==> src/rtl/i2c_slave_8bit_if.sv <==
// i2c_slave_8bit_if: bus pins and register-port bundle for the I2C responder.
// Ports: none. The slave modport is the responder's view, master is the host/bench view.
interface i2c_slave_8bit_if;
    logic       i_scl;
    logic       i_sda;
    logic       o_sda_oe;
    logic [7:0] o_reg_addr;
    logic [7:0] o_reg_wdata;
    logic       o_reg_we;
    logic       o_reg_re;
    logic [7:0] i_reg_rdata;
    logic       o_busy;

    modport slave (
        input  i_scl, i_sda, i_reg_rdata,
        output o_sda_oe, o_reg_addr, o_reg_wdata, o_reg_we, o_reg_re, o_busy
    );

    modport master (
        output i_scl, i_sda, i_reg_rdata,
        input  o_sda_oe, o_reg_addr, o_reg_wdata, o_reg_we, o_reg_re, o_busy
    );
endinterface

==> src/rtl/i2c_slave_8bit.sv <==
// i2c_slave_8bit: I2C register-port responder (7-bit address, 8-bit pointer).
// Ports: i_clk, i_rst (async high), bus (slave modport: scl/sda in, sda_oe out,
// register addr/wdata/we/re out, rdata in, busy out).
// Macro I2C_SLAVE_AUTOINC_EN: pointer increments after each written byte and
// each master-ACKed read byte; undefined, the pointer is fixed per transaction.
module i2c_slave_8bit #(
    parameter logic [6:0] SLAVE_ADDR = 7'h21
) (
    input  logic            i_clk,
    input  logic            i_rst,
    i2c_slave_8bit_if.slave bus
);
    typedef enum logic [3:0] {
        IDLE, ADDR, ADDR_ACK, REG, REG_ACK,
        WR_DATA, WR_ACK, RD_LOAD, RD_DATA, RD_MACK
    } state_t;

    state_t     state_q, state_d;
    logic [1:0] scl_sync_q, sda_sync_q;
    logic       scl_hist_q, sda_hist_q;
    logic [2:0] cnt_q, cnt_d;
    logic [7:0] rx_q, rx_d;
    logic [7:0] tx_q, tx_d;
    logic [7:0] addr_q, addr_d;
    logic [7:0] wdata_q, wdata_d;
    logic       we_q, we_d;
    logic       re_q, re_d;
    logic       oe_q, oe_d;
    logic       rw_q, rw_d;
    logic       busy_q;

    logic       scl, sda, scl_rise, scl_fall, start, stop;
    logic [7:0] rx_byte, addr_inc;

    assign scl      = scl_sync_q[1];
    assign sda      = sda_sync_q[1];
    assign scl_rise = scl & ~scl_hist_q;
    assign scl_fall = ~scl & scl_hist_q;
    // Bus conditions only count while SCL is stably high.
    assign start    = scl & scl_hist_q & ~sda & sda_hist_q;
    assign stop     = scl & scl_hist_q & sda & ~sda_hist_q;
    assign rx_byte  = {rx_q[6:0], sda};

`ifdef I2C_SLAVE_AUTOINC_EN
    assign addr_inc = addr_q + 8'd1;
`else
    assign addr_inc = addr_q;
`endif

    always_comb begin
        state_d = state_q;
        cnt_d   = cnt_q;
        rx_d    = rx_q;
        tx_d    = tx_q;
        addr_d  = addr_q;
        wdata_d = wdata_q;
        we_d    = 1'b0;
        re_d    = 1'b0;
        oe_d    = oe_q;
        rw_d    = rw_q;
        if (start) begin
            state_d = ADDR;
            cnt_d   = 3'd0;
            oe_d    = 1'b0;
        end else if (stop) begin
            state_d = IDLE;
            oe_d    = 1'b0;
        end else begin
            unique case (state_q)
                IDLE: begin
                    if (scl_fall) oe_d = 1'b0;
                end
                ADDR, REG, WR_DATA: begin
                    if (scl_fall) oe_d = 1'b0;
                    if (scl_rise) begin
                        rx_d  = rx_byte;
                        cnt_d = cnt_q + 3'd1;
                        if (cnt_q == 3'd7) begin
                            if (state_q == ADDR) begin
                                if (rx_byte[7:1] == SLAVE_ADDR) begin
                                    rw_d    = rx_byte[0];
                                    state_d = ADDR_ACK;
                                end else begin
                                    state_d = IDLE;
                                end
                            end else if (state_q == REG) begin
                                addr_d  = rx_byte;
                                state_d = REG_ACK;
                            end else begin
                                wdata_d = rx_byte;
                                we_d    = 1'b1;
                                state_d = WR_ACK;
                            end
                        end
                    end
                end
                // ACK is asserted on the fall after bit 8; the following
                // state releases or overwrites it on the fall after bit 9.
                ADDR_ACK: begin
                    if (scl_fall) oe_d = 1'b1;
                    if (scl_rise) begin
                        cnt_d = 3'd0;
                        if (rw_q) begin
                            re_d    = 1'b1;
                            state_d = RD_LOAD;
                        end else begin
                            state_d = REG;
                        end
                    end
                end
                REG_ACK: begin
                    if (scl_fall) oe_d = 1'b1;
                    if (scl_rise) begin
                        cnt_d   = 3'd0;
                        state_d = WR_DATA;
                    end
                end
                WR_ACK: begin
                    if (scl_fall) oe_d = 1'b1;
                    if (scl_rise) begin
                        cnt_d   = 3'd0;
                        addr_d  = addr_inc;
                        state_d = WR_DATA;
                    end
                end
                RD_LOAD: begin
                    tx_d    = bus.i_reg_rdata;
                    cnt_d   = 3'd0;
                    state_d = RD_DATA;
                end
                RD_DATA: begin
                    if (scl_fall) begin
                        oe_d = ~tx_q[7];
                        tx_d = {tx_q[6:0], 1'b0};
                    end
                    if (scl_rise) begin
                        cnt_d = cnt_q + 3'd1;
                        if (cnt_q == 3'd7) state_d = RD_MACK;
                    end
                end
                RD_MACK: begin
                    if (scl_fall) oe_d = 1'b0;
                    if (scl_rise) begin
                        if (!sda) begin
                            addr_d  = addr_inc;
                            re_d    = 1'b1;
                            state_d = RD_LOAD;
                        end else begin
                            state_d = IDLE;
                        end
                    end
                end
                default: state_d = IDLE;
            endcase
        end
    end

    always_ff @(posedge i_clk or posedge i_rst) begin
        if (i_rst) begin
            state_q    <= IDLE;
            scl_sync_q <= 2'b11;
            sda_sync_q <= 2'b11;
            scl_hist_q <= 1'b1;
            sda_hist_q <= 1'b1;
            cnt_q      <= 3'd0;
            rx_q       <= 8'd0;
            tx_q       <= 8'd0;
            addr_q     <= 8'd0;
            wdata_q    <= 8'd0;
            we_q       <= 1'b0;
            re_q       <= 1'b0;
            oe_q       <= 1'b0;
            rw_q       <= 1'b0;
            busy_q     <= 1'b0;
        end else begin
            state_q    <= state_d;
            scl_sync_q <= {scl_sync_q[0], bus.i_scl};
            sda_sync_q <= {sda_sync_q[0], bus.i_sda};
            scl_hist_q <= scl;
            sda_hist_q <= sda;
            cnt_q      <= cnt_d;
            rx_q       <= rx_d;
            tx_q       <= tx_d;
            addr_q     <= addr_d;
            wdata_q    <= wdata_d;
            we_q       <= we_d;
            re_q       <= re_d;
            oe_q       <= oe_d;
            rw_q       <= rw_d;
            busy_q     <= (state_d != IDLE);
        end
    end

    // Gate with reset so SDA is released combinationally, not at the next edge.
    assign bus.o_sda_oe    = oe_q & ~i_rst;
    assign bus.o_reg_addr  = addr_q;
    assign bus.o_reg_wdata = wdata_q;
    assign bus.o_reg_we    = we_q;
    assign bus.o_reg_re    = re_q;
    assign bus.o_busy      = busy_q;
endmodule

==> src/flat_wrapper.sv <==
// flat-port wrapper written by rule: the top's interface ports become plain ports
module i2c_slave_8bit_flat 
#(
    parameter logic [6:0] SLAVE_ADDR = 7'h21
)
  (i_clk, i_rst, bus_i_scl, bus_i_sda, bus_i_reg_rdata, bus_o_sda_oe, bus_o_reg_addr, bus_o_reg_wdata, bus_o_reg_we, bus_o_reg_re, bus_o_busy);
  i2c_slave_8bit_if bus_i ();
  input  logic i_clk;
  input  logic i_rst;
  input wire logic [$bits(bus_i.i_scl)-1:0] bus_i_scl;
  input wire logic [$bits(bus_i.i_sda)-1:0] bus_i_sda;
  input wire logic [$bits(bus_i.i_reg_rdata)-1:0] bus_i_reg_rdata;
  output wire logic [$bits(bus_i.o_sda_oe)-1:0] bus_o_sda_oe;
  output wire logic [$bits(bus_i.o_reg_addr)-1:0] bus_o_reg_addr;
  output wire logic [$bits(bus_i.o_reg_wdata)-1:0] bus_o_reg_wdata;
  output wire logic [$bits(bus_i.o_reg_we)-1:0] bus_o_reg_we;
  output wire logic [$bits(bus_i.o_reg_re)-1:0] bus_o_reg_re;
  output wire logic [$bits(bus_i.o_busy)-1:0] bus_o_busy;
  assign bus_i.i_scl = bus_i_scl;
  assign bus_i.i_sda = bus_i_sda;
  assign bus_i.i_reg_rdata = bus_i_reg_rdata;
  assign bus_o_sda_oe = bus_i.o_sda_oe;
  assign bus_o_reg_addr = bus_i.o_reg_addr;
  assign bus_o_reg_wdata = bus_i.o_reg_wdata;
  assign bus_o_reg_we = bus_i.o_reg_we;
  assign bus_o_reg_re = bus_i.o_reg_re;
  assign bus_o_busy = bus_i.o_busy;
  i2c_slave_8bit #(.SLAVE_ADDR(SLAVE_ADDR)) u_core (.i_clk(i_clk), .i_rst(i_rst), .bus(bus_i));
endmodule
==> config.mk <==
export PLATFORM = sky130hd
export DESIGN_NAME = i2c_slave_8bit_flat
export DESIGN_NICKNAME = d
export VERILOG_FILES = /design/src/rtl/i2c_slave_8bit_if.sv /design/src/rtl/i2c_slave_8bit.sv /design/src/flat_wrapper.sv
export SDC_FILE = /design/constraint.sdc
export NUM_CORES = 1
export LEC_CHECK = 0
export ABC_CLOCK_PERIOD_IN_PS = 3120
export CAP_MARGIN = 25
export CELL_PAD_IN_SITES_DETAIL_PLACEMENT = 0
export CELL_PAD_IN_SITES_GLOBAL_PLACEMENT = 2
export CORE_UTILIZATION = 45
export CTS_BUF_LIST = sky130_fd_sc_hd__clkbuf_16
export DETAILED_ROUTE_END_ITERATION = 10
export DONT_BUFFER_PORTS = 1
export PLACE_DENSITY = 0.81
export SLEW_MARGIN = 40
export SYNTH_ARGS = -nofsm -noshare
export SYNTH_HDL_FRONTEND = slang
export SYNTH_SLANG_ARGS = --single-unit
==> constraint.sdc <==
create_clock -name i_clk -period 3.12 [get_ports i_clk]
set_input_delay 0.312 -clock i_clk [delete_from_list [all_inputs] [get_ports i_clk]]
set_output_delay 0.312 -clock i_clk [all_outputs]
set_load 0.005 [all_outputs]
Word level (Yosys, flattened, before mapping) --
Cells that the tools add are included.
Storage, ports and cells: input port bits 12, logic and storage cells 111, bits in registers 49, output and inout bits 20
Cells by class: add/subtract/negate cells 1, eq/ne operators 18, mux-type cells 42, bitwise gates (word level) 18, reductions and logical operators 17
Operators by type and width (count):
- 4-bit 2-to-1 mux | 10
- 4-bit case mux with 7 select lines | 1
- 7-bit AND reduction | 3
- 1-bit 2-to-1 mux | 18
- 3-bit 2-to-1 mux | 6
- 4-bit by 3-bit == test with 1-bit output, second input constant | 4
- 8-bit case mux with 2 select lines | 1
- 4-bit AND reduction | 4
- 4-bit by 1-bit != test with 1-bit output, second input constant | 3
- 1-bit inverter | 10
- 3-bit case mux with 3 select lines | 1
- 1-bit bitwise AND | 8
- 4-bit by 2-bit == test with 1-bit output, second input constant | 2
- 4-bit == test, second input constant | 2
- 8-bit 2-to-1 mux | 1
- 4-bit nonzero test | 2
- 7-bit by 6-bit == test with 1-bit output, second input constant | 1
- 3-bit by 1-bit != test with 1-bit output, second input constant | 2
- 3-bit OR reduction | 2
- 5-bit nonzero test | 1
- 5-bit OR reduction | 1
- 4-bit by 1-bit == test with 1-bit output, second input constant | 1
- 4-bit logical NOT | 1
- 2-bit 2-to-1 mux | 2
- 8 further kinds | 9

Logic depth before layout (Yosys ltp) --
word-level depth 9, gate-level depth with buffers 8, gate-level depth less buffers 7

Worst setup path before layout --
No wires, ideal clock.
path kind reg-to-reg, start register u_core.scl_sync_q[1], end register u_core.wdata_q[0], in the netlist u_core.bus.o_reg_wdata[0], slack 1230 ps, buffers on the path 2, stages on the path, launching flop included 7, setup time 125 ps, arrival 1765 ps, path through dfstp_2 -> buf_4 -> nand3b_1 -> or3_1 -> or2_1 -> buf_6 -> mux2_4
On the way: cells in the longest elaborated chain, start to end 5, elaborated cells between the ends (all ways) 9
Ends and longest elaborated chain:
- from (decl) | line i2c_slave_8bit.sv:19 | logic [1:0] scl_sync_q, sda_sync_q;
- from (signal assigned) | line i2c_slave_8bit.sv:177 | scl_sync_q <= {scl_sync_q[0], bus.i_scl};
- 1-bit bitwise AND | line i2c_slave_8bit.sv:40, i2c_slave_8bit.sv:41
- 1-bit bitwise AND (on tied branches) (2 in a row) | line i2c_slave_8bit.sv:40, i2c_slave_8bit.sv:41
- 1-bit inverter (no source line)
- 7-bit AND reduction (no source line) (*)
- to (signal assigned) | line i2c_slave_8bit.sv:185 | wdata_q <= wdata_d;
- to (decl) | line i2c_slave_8bit.sv:25 | logic [7:0] wdata_q, wdata_d;
Mark *: on every way between the ends. The rest lies on a longest branch, timed or not. A chain may end at the register's enable or synchronous reset.

Final worst setup path --
start register u_core.cnt_q[1], end register u_core.wdata_q[7], in the netlist u_core.bus.o_reg_wdata[7]
On the way: cells in the longest elaborated chain, start to end 2
Ends and longest elaborated chain:
- from (decl) | line i2c_slave_8bit.sv:21 | logic [2:0] cnt_q, cnt_d;
- from (signal assigned) | line i2c_slave_8bit.sv:181 | cnt_q <= cnt_d;
- 3-bit == test | line i2c_slave_8bit.sv:78 | if (cnt_q == 3'd7) begin
- 7-bit AND reduction (no source line)
No other way between the ends.

==> qor.csv <==
stage,metric,value,unit
layout,final_nets,216,
die,io_pins,32,
synthesis,synthesis.area,2384,um2
synthesis,yosysWarnings,0,
drt,routed_wl,4559,um
synthesis,yosysUniqueCellTypes,51,
power,p_int,0.001065,W
synthesis,synthCells,205,
synthesis,synth_area_per_cell,11.63,um2
power,power_frac_comb,0.107,
synthesis,syn-num-nets,219,
drt,dr.pass1.iters,4,
worst_setup_path,end_kind,register,
power,p_sw,0.0003674,W
die,num_rows,26,
placed_design,portBuffers,0,
layout,diodes,0,
placed_design,dp_hpwl,3259,um
timing,hold_viol,0,
timing,timing.final.ws_setup,0.9120,ns
drt,num_vias,1549,
drt,vias_per_cell,5.674,
timing,tightest_slew,0.6096,ns
drt,avgRoutedWirePerCell,16.70,um
die,die_x,74.78,um
die,core,5107,um2
synthesis,seq_area_frac_synth,0.5176,
worst_setup_path,critPathKind,register to register,
timing,rsz0062_at_grt,false,
clock_network,cts.htree.levels,2,
drt,drt_iter0_drc,117,
power,seq_power_share,0.536,
worst_setup_path,required,3.29,ns
timing,slew_headroom,0.5936,
placed_design,place_inst,264,
die,floorplan.initialDensity,0.4667,
layout,utilization,0.4985,
clock_network,clock-sinks,49,
timing,fin_crit_sh,0.7077,
power,swShare,0.2565,
clock_network,clk_path_buf_depth,2,
timing,timing.final.max_slew_violations,0,
layout,stdcell_count,273,
synthesis,synth_area_leaders,"dfrtp_1 45%, dfstp_2 6.6%, mux2i_1 5.0%, mux2_4 5.0%, mux2_2 4.7%",
layout,area_growth,6.824,%
grt,grt_max_degree,50,
placed_design,gp_congestion,0.8085,
grt,grt_pass1_wl,7590,um
timing,fmax,452.9,MHz
timing,setup_viol,0,
synthesis,yosys.area.top_type,dfrtp_1,
clock_network,cts_buffers,5,
drt,ant_nets,0,
grt,grt_pass1_vias,1578,
worst_setup_path,crit_path_start_kind,register,
power,powerDensity,562.7,nW/um2
power,ir_worst_vdd,0.0003003,V
power,leakagePower,1.145,nW
timing,fin_crit,2.208,ns
timing,skew,0.005434,ns
clock_network,root_buffer,clkbuf_16,
layout,mostFrequentLayoutCell,dfrtp_1,
die,die-area,5592,um2
worst_setup_path,crit_fanout,9,
layout,drive_gt1_frac,0.1872,
die,die_h,74.78,um
worst_setup_path,cp.arrival,2.38,ns
grt,track_usage,0.1840,
grt,antenna_found_initial,0,
drt,drc,0,
layout,fillerInstances,467,
timing,setup_tns,0,ns
clock_network,cts_tree,yes,
synthesis,ys_ff_latch,49,
power,power,0.001433,W
clock_network,post_cts_buffers,0,
clock_network,clock_latency,0.29,ns
min_path,min_path_type,primary input to register,
outcome,status,completed,
job,cap_violations,0,
placed_design,pre_cts_slack,0.9411,ns
grt,overflow,0,
power,pwr-share-clk,0.357,
clock_network,cts.clk_slew.worst_paths,0.06,ns
layout,final_cell_mix,"43 x dfrtp_1, 16 x nand2_1, 12 x mux2i_1",
synthesis,synth_top_area_share,0.4514,
## cells in the mapped netlist, drive strengths merged
library cell / count
or3: 1
nand3: 6
o32ai: 1
nor3b: 3
nor4b: 2
or4: 1
nor3: 3
clkbuf: 1
ha: 2
o221ai: 1
a31oi: 2
nand2b: 4
a21o: 1
nand3b: 1
xnor2: 1
o2111ai: 1
mux2: 24
a211oi: 2
and3: 1
o21a: 1
o22a: 1
o221a: 1
nor2: 9
or2: 2
nor4bb: 1
o311a: 1
o21ai: 12
a21oi: 9
mux2i: 12
nand2: 16
a31o: 1
a32oi: 2
nor2b: 5
and4bb: 1
buf: 11
o2bb2ai: 1
o31a: 1
or3b: 1
inv: 9
dfrtp: 43
dfstp: 6
o22ai: 1
## metrics by stage
stage	area, um2	hold slack (ns)
final	2546	0.01872
after global routing	2546	0.008445
after CTS	2546	0.01097
after detailed placement	2396	0.2984
after global placement	2394	0.3166
after floorplan	2384	0.3165
## path summary, 6_finish.rpt
check | start | end | slack (ns) | cells after the start
worst min-delay path | bus_i_sda | u_core.sda_sync_q[0]$_DFF_PP1_ | 0.02 | 0
worst max-delay path | u_core.cnt_q[1]$_DFFE_PP0P_ | u_core.bus.o_reg_wdata[7]$_DFFE_PP0P_ | 0.91 | 6
worst min register to register | u_core.scl_sync_q[0]$_DFF_PP1_ | u_core.scl_sync_q[1]$_DFF_PP1_ | 0.36 | 0
max in group asynchronous | i_rst | u_core.rx_q[2]$_DFFE_PP0P_ | 2.15 | 2
min in group asynchronous | i_rst | u_core.state_q[3]$_DFF_PP0_ | 0.58 | 2
worst max register to register | u_core.cnt_q[1]$_DFFE_PP0P_ | u_core.bus.o_reg_wdata[7]$_DFFE_PP0P_ | 0.91 | 6
## kinds of logic after synthesis
family                     count (synthesis)  share of synthesized area
xor gates and xnor gates                   1                   0.003675
buffers and inverters                     21                    0.04986
muxes                                     36                     0.1764
and+or+nand+nor                           57                     0.1354
adders and majority gates                  2                    0.01050
AOI/OAI and AO/OA                         39                     0.1066
DFF                                       49                     0.5176
## layer usage
layer	share of wire	vias to the layer above	track usage
li1	-	722	-
met4	0.021	0	0.07966
met1	0.42	775	0.2212
met2	0.51	42	0.3113
met5	0	-	0
met3	0.047	10	0.04953
## cell type report
class | instances | area, um2 | area share
clock buffer | 5 | 125.1 | 0.04914
sequential | 49 | 1234 | 0.4845
clock inverter | 3 | 15.01 | 0.005897
multi-input combinational | 135 | 1031 | 0.4049
inverter | 9 | 36.28 | 0.01425
tap | 70 | 87.58 | 0.03440
timing repair buffer | 2 | 17.52 | 0.006880
## power groups by stage
stage	logic, W	registers (W)	clock network [W]
6_report	0.000153	0.000768	0.000512
5_1_grt	0.000179	0.000782	0.000544
4_1_cts	0.000157	0.000770	0.000525
3_5_place_dp	0.000156	0.000781	0
3_3_place_gp	0.000144	0.000776	0
2_1_floorplan	0.000133	0.000752	0
## registers in the layout, indices dropped and copies added, names as in the netlist
signal	count
u_core.cnt_q	3
u_core.sda_sync_q	2
u_core.oe_q	1
u_core.scl_sync_q	2
u_core.bus.o_busy	1
u_core.rx_q	7
u_core.state_q	4
u_core.tx_q	8
u_core.bus.o_reg_wdata	8
u_core.bus.o_reg_we	1
u_core.bus.o_reg_re	1
u_core.rw_q	1
u_core.bus.o_reg_addr	8
u_core.sda_hist_q	1
u_core.scl_hist_q	1
## critical path, cell delays in order, from the launching register on
cell	delay, ns
dfrtp_1	0.35
ha_1	0.15
ha_1	0.20
nand3b_1	0.19
or3_1	0.39
or2_1	0.44
mux2_4	0.38
## what timing repair did
item,in CTS,in global routing
hold buffers,1,0
gates resized for setup,0,0
endpoints found under the setup margin,0,0
hold endpoints to repair,43,0
Power figures use the tool's default switching activity.
